[src/rtl/midi_note_stack_if.sv]
// Message/voice bus between the MIDI byte decoder and the note stack.
//   master : the message producer (decoder side), drives the 3-byte message and
//            its ready level, observes the voice outputs.
//   slave  : the note stack, consumes messages and drives the voice outputs.
//   midi_status/midi_data1/midi_data2 : last complete message
//   midi_msg_rdy : level, high for many clocks once per message
//   note/velocity/gate/note_trig/busy : monophonic voice control
interface midi_note_stack_if;
  logic [7:0] midi_status;
  logic [7:0] midi_data1;
  logic [7:0] midi_data2;
  logic       midi_msg_rdy;
  logic [6:0] note;
  logic [6:0] velocity;
  logic       gate;
  logic       note_trig;
  logic       busy;

  modport master (
    output midi_status, midi_data1, midi_data2, midi_msg_rdy,
    input  note, velocity, gate, note_trig, busy
  );

  modport slave (
    input  midi_status, midi_data1, midi_data2, midi_msg_rdy,
    output note, velocity, gate, note_trig, busy
  );
endinterface

[src/rtl/midi_note_stack.sv]
// Last-note-priority monophonic note stack.
// Turns decoded MIDI messages into note/velocity/gate/retrigger for one voice.
//   clk  : system clock
//   rst  : synchronous, active-high reset
//   bus  : midi_note_stack_if.slave (message in, voice control out)
// Parameters:
//   DEPTH   : held notes remembered (2..16); oldest dropped on overflow
//   CHANNEL : accepted MIDI channel (0..15)
//   OMNI    : 1 = accept every channel
module midi_note_stack #(
  parameter int DEPTH   = 8,
  parameter int CHANNEL = 0,
  parameter bit OMNI    = 1'b0
) (
  input  logic               clk,
  input  logic               rst,
  midi_note_stack_if.slave   bus
);

  localparam int IW = (DEPTH > 1) ? $clog2(DEPTH) : 1;
  localparam int CW = $clog2(DEPTH + 1);

  typedef enum logic [2:0] {S_IDLE, S_SEARCH, S_SHIFT, S_PUSH, S_DONE} state_t;
  typedef enum logic [1:0] {CMD_NONE, CMD_ON, CMD_OFF, CMD_ALL_OFF} cmd_t;

  function automatic cmd_t decode(input logic [7:0] st, input logic [7:0] d1,
                                  input logic [7:0] d2);
    cmd_t c;
    c = CMD_NONE;
    if (st[7] && (OMNI || st[3:0] == 4'(CHANNEL))) begin
      case (st[7:4])
        4'h9:    c = (d2[6:0] != 7'd0) ? CMD_ON : CMD_OFF;
        4'h8:    c = CMD_OFF;
        4'hB:    if (d1 == 8'd123) c = CMD_ALL_OFF;
        default: c = CMD_NONE;
      endcase
    end
    return c;
  endfunction

  state_t        state;
  logic [6:0]    stk [DEPTH];
  logic [CW-1:0] count;
  logic [IW-1:0] idx;
  logic [IW-1:0] top_idx;
  logic          op_on;
  logic [6:0]    op_note;
  logic [6:0]    op_vel;

  logic          rdy_q, rdy_qq;
  logic          msg_edge;
  logic          pend;
  logic [7:0]    pend_status, pend_d1, pend_d2;

  logic [6:0]    note_q, vel_q;
  logic          gate_q, trig_q, busy_q;

  // Message presented to IDLE: a parked message has priority over a fresh edge.
  logic          src_valid;
  logic [7:0]    src_status, src_d1, src_d2;
  cmd_t          src_cmd;

  assign msg_edge = rdy_q & ~rdy_qq;
  assign top_idx  = IW'(count - CW'(1));

  // NOTE: every always_comb output gets a default first so no latch is inferred.
  always_comb begin
    src_valid  = pend | msg_edge;
    src_status = pend ? pend_status : bus.midi_status;
    src_d1     = pend ? pend_d1     : bus.midi_data1;
    src_d2     = pend ? pend_d2     : bus.midi_data2;
    src_cmd    = CMD_NONE;
    if (src_valid) src_cmd = decode(src_status, src_d1, src_d2);
  end

  // NOTE: sequential state uses non-blocking assignments only, so every read
  // in this block sees the value from before the clock edge.
  always_ff @(posedge clk) begin
    if (rst) begin
      rdy_q       <= 1'b0;
      rdy_qq      <= 1'b0;
      pend        <= 1'b0;
      pend_status <= '0;
      pend_d1     <= '0;
      pend_d2     <= '0;
      state       <= S_IDLE;
      count       <= '0;
      idx         <= '0;
      op_on       <= 1'b0;
      op_note     <= '0;
      op_vel      <= '0;
      note_q      <= '0;
      vel_q       <= '0;
      gate_q      <= 1'b0;
      trig_q      <= 1'b0;
      busy_q      <= 1'b0;
      // NOTE: stk is deliberately not reset; count=0 means no entry is ever read.
    end else begin
      rdy_q  <= bus.midi_msg_rdy;
      rdy_qq <= rdy_q;
      trig_q <= 1'b0;

      // One-deep parking slot for a message arriving while an op is running.
      // In IDLE a parked message is consumed; a coincident new edge takes its place.
      if (state == S_IDLE) begin
        if (pend) pend <= msg_edge;
        if (pend && msg_edge) begin
          pend_status <= bus.midi_status;
          pend_d1     <= bus.midi_data1;
          pend_d2     <= bus.midi_data2;
        end
      end else if (msg_edge && !pend) begin
        pend        <= 1'b1;
        pend_status <= bus.midi_status;
        pend_d1     <= bus.midi_data1;
        pend_d2     <= bus.midi_data2;
      end

      case (state)
        S_IDLE: begin
          if (src_cmd != CMD_NONE) begin
            busy_q  <= 1'b1;
            op_on   <= (src_cmd == CMD_ON);
            op_note <= src_d1[6:0];
            op_vel  <= src_d2[6:0];
            idx     <= '0;
            case (src_cmd)
              CMD_ALL_OFF: begin
                count <= '0;
                state <= S_DONE;
              end
              CMD_ON:  state <= (count == '0) ? S_PUSH : S_SEARCH;
              default: state <= (count == '0) ? S_DONE : S_SEARCH;
            endcase
          end
        end

        S_SEARCH: begin
          if (stk[idx] == op_note)  state <= S_SHIFT;
          else if (idx == top_idx)  state <= op_on ? S_PUSH : S_DONE;
          else                      idx   <= idx + IW'(1);
        end

        // Close the gap left by the hit entry, one slot per clock.
        S_SHIFT: begin
          if (idx == top_idx) begin
            count <= count - CW'(1);
            state <= op_on ? S_PUSH : S_DONE;
          end else begin
            stk[idx] <= stk[idx + IW'(1)];
            idx      <= idx + IW'(1);
          end
        end

        // Full stack: drop the oldest and place the new note on top in one clock.
        S_PUSH: begin
          if (count == CW'(DEPTH)) begin
            for (int k = 0; k < DEPTH - 1; k++) stk[k] <= stk[k + 1];
            stk[DEPTH-1] <= op_note;
          end else begin
            stk[IW'(count)] <= op_note;
            count           <= count + CW'(1);
          end
          state <= S_DONE;
        end

        // The only place the voice outputs change.
        S_DONE: begin
          busy_q <= 1'b0;
          gate_q <= (count != '0);
          if (count != '0) note_q <= stk[top_idx];
          if (op_on) begin
            trig_q <= 1'b1;
            vel_q  <= op_vel;
          end
          state <= S_IDLE;
        end

        default: state <= S_IDLE;
      endcase
    end
  end

  assign bus.note      = note_q;
  assign bus.velocity  = vel_q;
  assign bus.gate      = gate_q;
  assign bus.note_trig = trig_q;
  assign bus.busy      = busy_q;

endmodule

[src/flat_wrapper.sv]
// flat-port wrapper written by rule: the top's interface ports become plain ports
module midi_note_stack_flat 
#(
  parameter int DEPTH   = 8,
  parameter int CHANNEL = 0,
  parameter bit OMNI    = 1'b0
)
  (clk, rst, bus_midi_status, bus_midi_data1, bus_midi_data2, bus_midi_msg_rdy, bus_note, bus_velocity, bus_gate, bus_note_trig, bus_busy);
  midi_note_stack_if bus_i ();
  input  logic clk;
  input  logic rst;
  input wire logic [$bits(bus_i.midi_status)-1:0] bus_midi_status;
  input wire logic [$bits(bus_i.midi_data1)-1:0] bus_midi_data1;
  input wire logic [$bits(bus_i.midi_data2)-1:0] bus_midi_data2;
  input wire logic [$bits(bus_i.midi_msg_rdy)-1:0] bus_midi_msg_rdy;
  output wire logic [$bits(bus_i.note)-1:0] bus_note;
  output wire logic [$bits(bus_i.velocity)-1:0] bus_velocity;
  output wire logic [$bits(bus_i.gate)-1:0] bus_gate;
  output wire logic [$bits(bus_i.note_trig)-1:0] bus_note_trig;
  output wire logic [$bits(bus_i.busy)-1:0] bus_busy;
  assign bus_i.midi_status = bus_midi_status;
  assign bus_i.midi_data1 = bus_midi_data1;
  assign bus_i.midi_data2 = bus_midi_data2;
  assign bus_i.midi_msg_rdy = bus_midi_msg_rdy;
  assign bus_note = bus_i.note;
  assign bus_velocity = bus_i.velocity;
  assign bus_gate = bus_i.gate;
  assign bus_note_trig = bus_i.note_trig;
  assign bus_busy = bus_i.busy;
  midi_note_stack #(.DEPTH(DEPTH), .CHANNEL(CHANNEL), .OMNI(OMNI)) u_core (.clk(clk), .rst(rst), .bus(bus_i));
endmodule
[config.mk]
export PLATFORM = sky130hd
export DESIGN_NAME = midi_note_stack_flat
export DESIGN_NICKNAME = d
export VERILOG_FILES = /design/src/rtl/midi_note_stack_if.sv /design/src/rtl/midi_note_stack.sv /design/src/flat_wrapper.sv
export SDC_FILE = /design/constraint.sdc
export NUM_CORES = 1
export LEC_CHECK = 0
export BUFFER_PORTS_ARGS = -buffer_cell sky130_fd_sc_hd__buf_2
export CORE_ASPECT_RATIO = 1.1
export CORE_UTILIZATION = 45
export CTS_CLUSTER_DIAMETER = 150
export DETAILED_ROUTE_END_ITERATION = 16
export PLACE_DENSITY_LB_ADDON = 0.15
export RECOVER_POWER = 25
export SYNTH_ARGS = -nofsm -noshare
export SYNTH_HDL_FRONTEND = slang
export SYNTH_SLANG_ARGS = --single-unit
[constraint.sdc]
create_clock -name clk -period 4 [get_ports clk]
set_clock_uncertainty 0.15 [all_clocks]
set_input_delay 0.8 -clock clk [delete_from_list [all_inputs] [get_ports clk]]
set_output_delay 0.8 -clock clk [all_outputs]
set_load 0.02 [all_outputs]
==> flow_summary.yaml <==
detailed_routing:
  drt_iter0_markers: 405
  wl_microns: 16900
  route.vias.total: 5297
  wire_per_inst_microns: 19.2
  ant_nets: 0
  drc_errors: 0
  vias_per_cell: 6.03
  dr.pass1.iters: 5
pwr:
  seq_power_share_pct: 46.1
  internal_power_mw: 2.28
  p_leak_nw: 2.90
  p_comb_share_pct: 1.6
  vdd_drop_max_mv: 0.289
  p_sw_share_pct: 21.9
  clockPowerShare_pct: 52.3
  p_per_area_mw_per_mm2: 363
  power.switching_mw: 0.638
worst_setup_path:
  cp.arrival_ns: 3.27
  cp.required_ns: 4.09
  crit_path_max_fanout: 23
  startpoint_type: "flip-flop"
  endpoint_kind: "flip-flop"
  crit_type: "flip-flop to flip-flop"
sta:
  max_freq_mhz: 315
  worstMarginPinSlew_ns: 1.63
  setup_tns_ns: 0
  hold_violations: 0
  period_minus_slack_ns: 3.17
  post-route-period-util_pct: 79.3
  holdWs_ns: 0.307
  relSlewSlack_pct: -8.85
  setup_viol: 0
  drv_slew: 24
  rsz0062_at_grt: "no"
placement:
  placed_cells: 847
  hpwl_microns: 11500
  gp_congestion: 0.809
  io_buffers: 42
floorplanning:
  num_rows: 47
  ioPinCount: 44
  start_util_pct: 46.4
  core_sq_mm: 0.0152
  chipHeight_microns: 133
  die-area_sq_mm: 0.0161
  die_w_microns: 121
clock_network:
  cts-root-buf: "clkbuf_16"
  htree_levels: 4
  postCtsSetupRepairBufs: 0
  cts_buffers: 17
  cts_tree: "yes"
  post_cts_resized: 0
  cts.clk_slew.worst_paths_ns: 0.06
  clockBufferDepth: 2
  clk_latency_ns: 0.42
  hold_buffers: 0
  cts_sinks: 127
run_status:
  violations: "max-capacitance violations, max-slew violations"
  status: "complete, but fails checks"
global_routing:
  antenna_found_initial: 0
  grt_pass1_vias: 5209
  grt_pass1_wl_microns: 27600
  overflow: 0
  grt_max_degree: 67
  grt_usage_pct: 22.5
synth:
  ys_ff_latch: 127
  synthArstFlopShare_pct: 0
  yosys-top-cells-area: "edfxtp_1 (24%), dfxtp_1 (20%), mux4_2 (10%)"
  avgSynthCellArea_sq_um: 11.1
  ys.flop_type: "dfxtp_1"
  synth_edf_count: 56
  ys_warn_count: 0
  synth_top_area_share_pct: 23.9
  syn_nets: 662
  synthesis.area_sq_mm: 0.00703
  yosysSeqAreaShare_pct: 44.1
  yosys.area.top_type: "edfxtp_1"
  netlist_instances: 632
  synth.distinct_cells: 63
run:
  drv_cap: 1
final_layout:
  n_antenna_cell: 0
  final_cells: 879
  multi_input_area_sq_mm: 0.00369
  nets: 700
  drive_gt1_share_pct: 17.6
  area_growth_pct: 14.3
  n_fill_cell: 1372
  regArea_sq_mm: 0.00310
  final_util_pct: 53.0
worst_hold_path:
  hold_path_class: "flip-flop to flip-flop"
-- sequential cells by signal, summed over array words and instances (netlist names), named ones only --
signal,flops
u_core.stk,56
u_core.pend_d1,8
u_core.pend_status,8
u_core.bus.note,7
u_core.bus.velocity,7
u_core.op_note,7
u_core.op_vel,7
u_core.pend_d2,7
u_core.count,4
u_core.idx,3
u_core.state,3
u_core.bus.busy,1
u_core.bus.gate,1
u_core.bus.note_trig,1
u_core.op_on,1
u_core.pend,1
u_core.rdy_q,1
u_core.rdy_qq,1
-- cell type report --
cell class	instances	area share [%]
clock buffer	21	6.27
clock inverter	11	1.07
inverter	7	0.327
multi-input combinational	450	45.9
sequential	127	38.6
tap	196	3.05
timing repair buffer	67	4.75
-- metrics by stage --
step	setup WS, ns	area, sq um	total power, mW
after floorplan	0.153	7030	1.39
after global placement	0.651	7480	1.42
after detailed placement	0.686	7480	1.42
after CTS	0.933	8070	2.94
after global routing	0.604	8040	3.01
final	0.827	8040	2.92
-- power by group through the flow --
stage	sequential, mW	clock [mW]	combinational, mW
finish	1.34	1.53	0.0459
global route	1.34	1.61	0.0511
CTS	1.34	1.55	0.0467
detailed placement	1.37	0	0.0468
global placement	1.37	0	0.0457
floorplan	1.37	0	0.0216
-- synthesized netlist by cell type (all sizes together) (2+ instances only) --
cell     n
nor4     3
nand4    3
o21ai   13
nand3   11
o211ai   2
clkbuf  28
edfxtp  56
nand2   34
mux2     2
mux2i   61
and2     4
ha       3
nor2b    6
mux4    40
inv      7
or3      5
xnor2    5
dfxtp   71
buf     20
o211a    2
a21oi   30
o31ai    4
o32ai    2
nand3b   2
nor2    67
nor3    10
a21o    60
o31a     2
a211o    2
nand4b   4
a22oi    2
a21boi   3
xor2     7
a211oi  25
o22ai    7
a31oi    8
nand2b   4
-- critical path, cell delays in order, from the launching register on --
cell      delay [ns]
dfxtp_1         0.46
or3_1           0.56
xor2_1          0.16
and2_0          0.13
clkbuf_1        1.17
mux2i_1         0.30
nor2_1          0.06
-- metal layers --
| metal | up-vias | part of all wire [%] | routed length (microns) | track usage [%] |
|---|---|---|---|---|
| li1 | 2511 | - | - | - |
| met1 | 2596 | 43 | 7290 | 29.2 |
| met2 | 162 | 49 | 8270 | 36.8 |
| met3 | 28 | 5.4 | 915 | 4.75 |
| met4 | 0 | 2.5 | 423 | 8.71 |
| met5 | - | 0 | 0 | 0 |
-- layout by cell type (no fill, tap or decap), drive strengths merged, types with 3 or more instances in the layout --
cell,instances
a21o,60
o22ai,7
xor2,7
and2,4
a21boi,3
or3,5
nor2,67
a211oi,25
o21ai,13
nor2b,6
a31oi,8
inv,16
edfxtp,56
nor3,10
ha,3
o31ai,4
clkbuf,41
mux2i,61
nand2b,4
buf,47
nand2,34
nor4,3
xnor2,5
nand4,3
dfxtp,71
a21oi,30
nand4b,4
nand3,11
mux4,40
-- path summary, 6_finish.rpt --
kind / startpoint / endpoint / slack [ns] / cells after the start
worst max-delay path: u_core.state[0] / u_core.pend_d1[2] / 0.83 / 6
worst min register to register: u_core.op_vel[6] / u_core.bus.velocity[6] / 0.31 / 2
worst max register to register: u_core.state[0] / u_core.pend_d1[2] / 0.83 / 6
worst min-delay path: u_core.op_vel[6] / u_core.bus.velocity[6] / 0.31 / 2
-- cell families after synthesis --
group | Yosys count | share of synthesized area [%]
compound gates | 171 | 17.0
xor+xnor | 13 | 1.83
fa+ha+maj | 3 | 0.534
buf+inv | 55 | 3.61
flops | 127 | 44.1
mux | 103 | 22.2
simple gates | 160 | 10.7
Power figures use the tool's default switching activity.
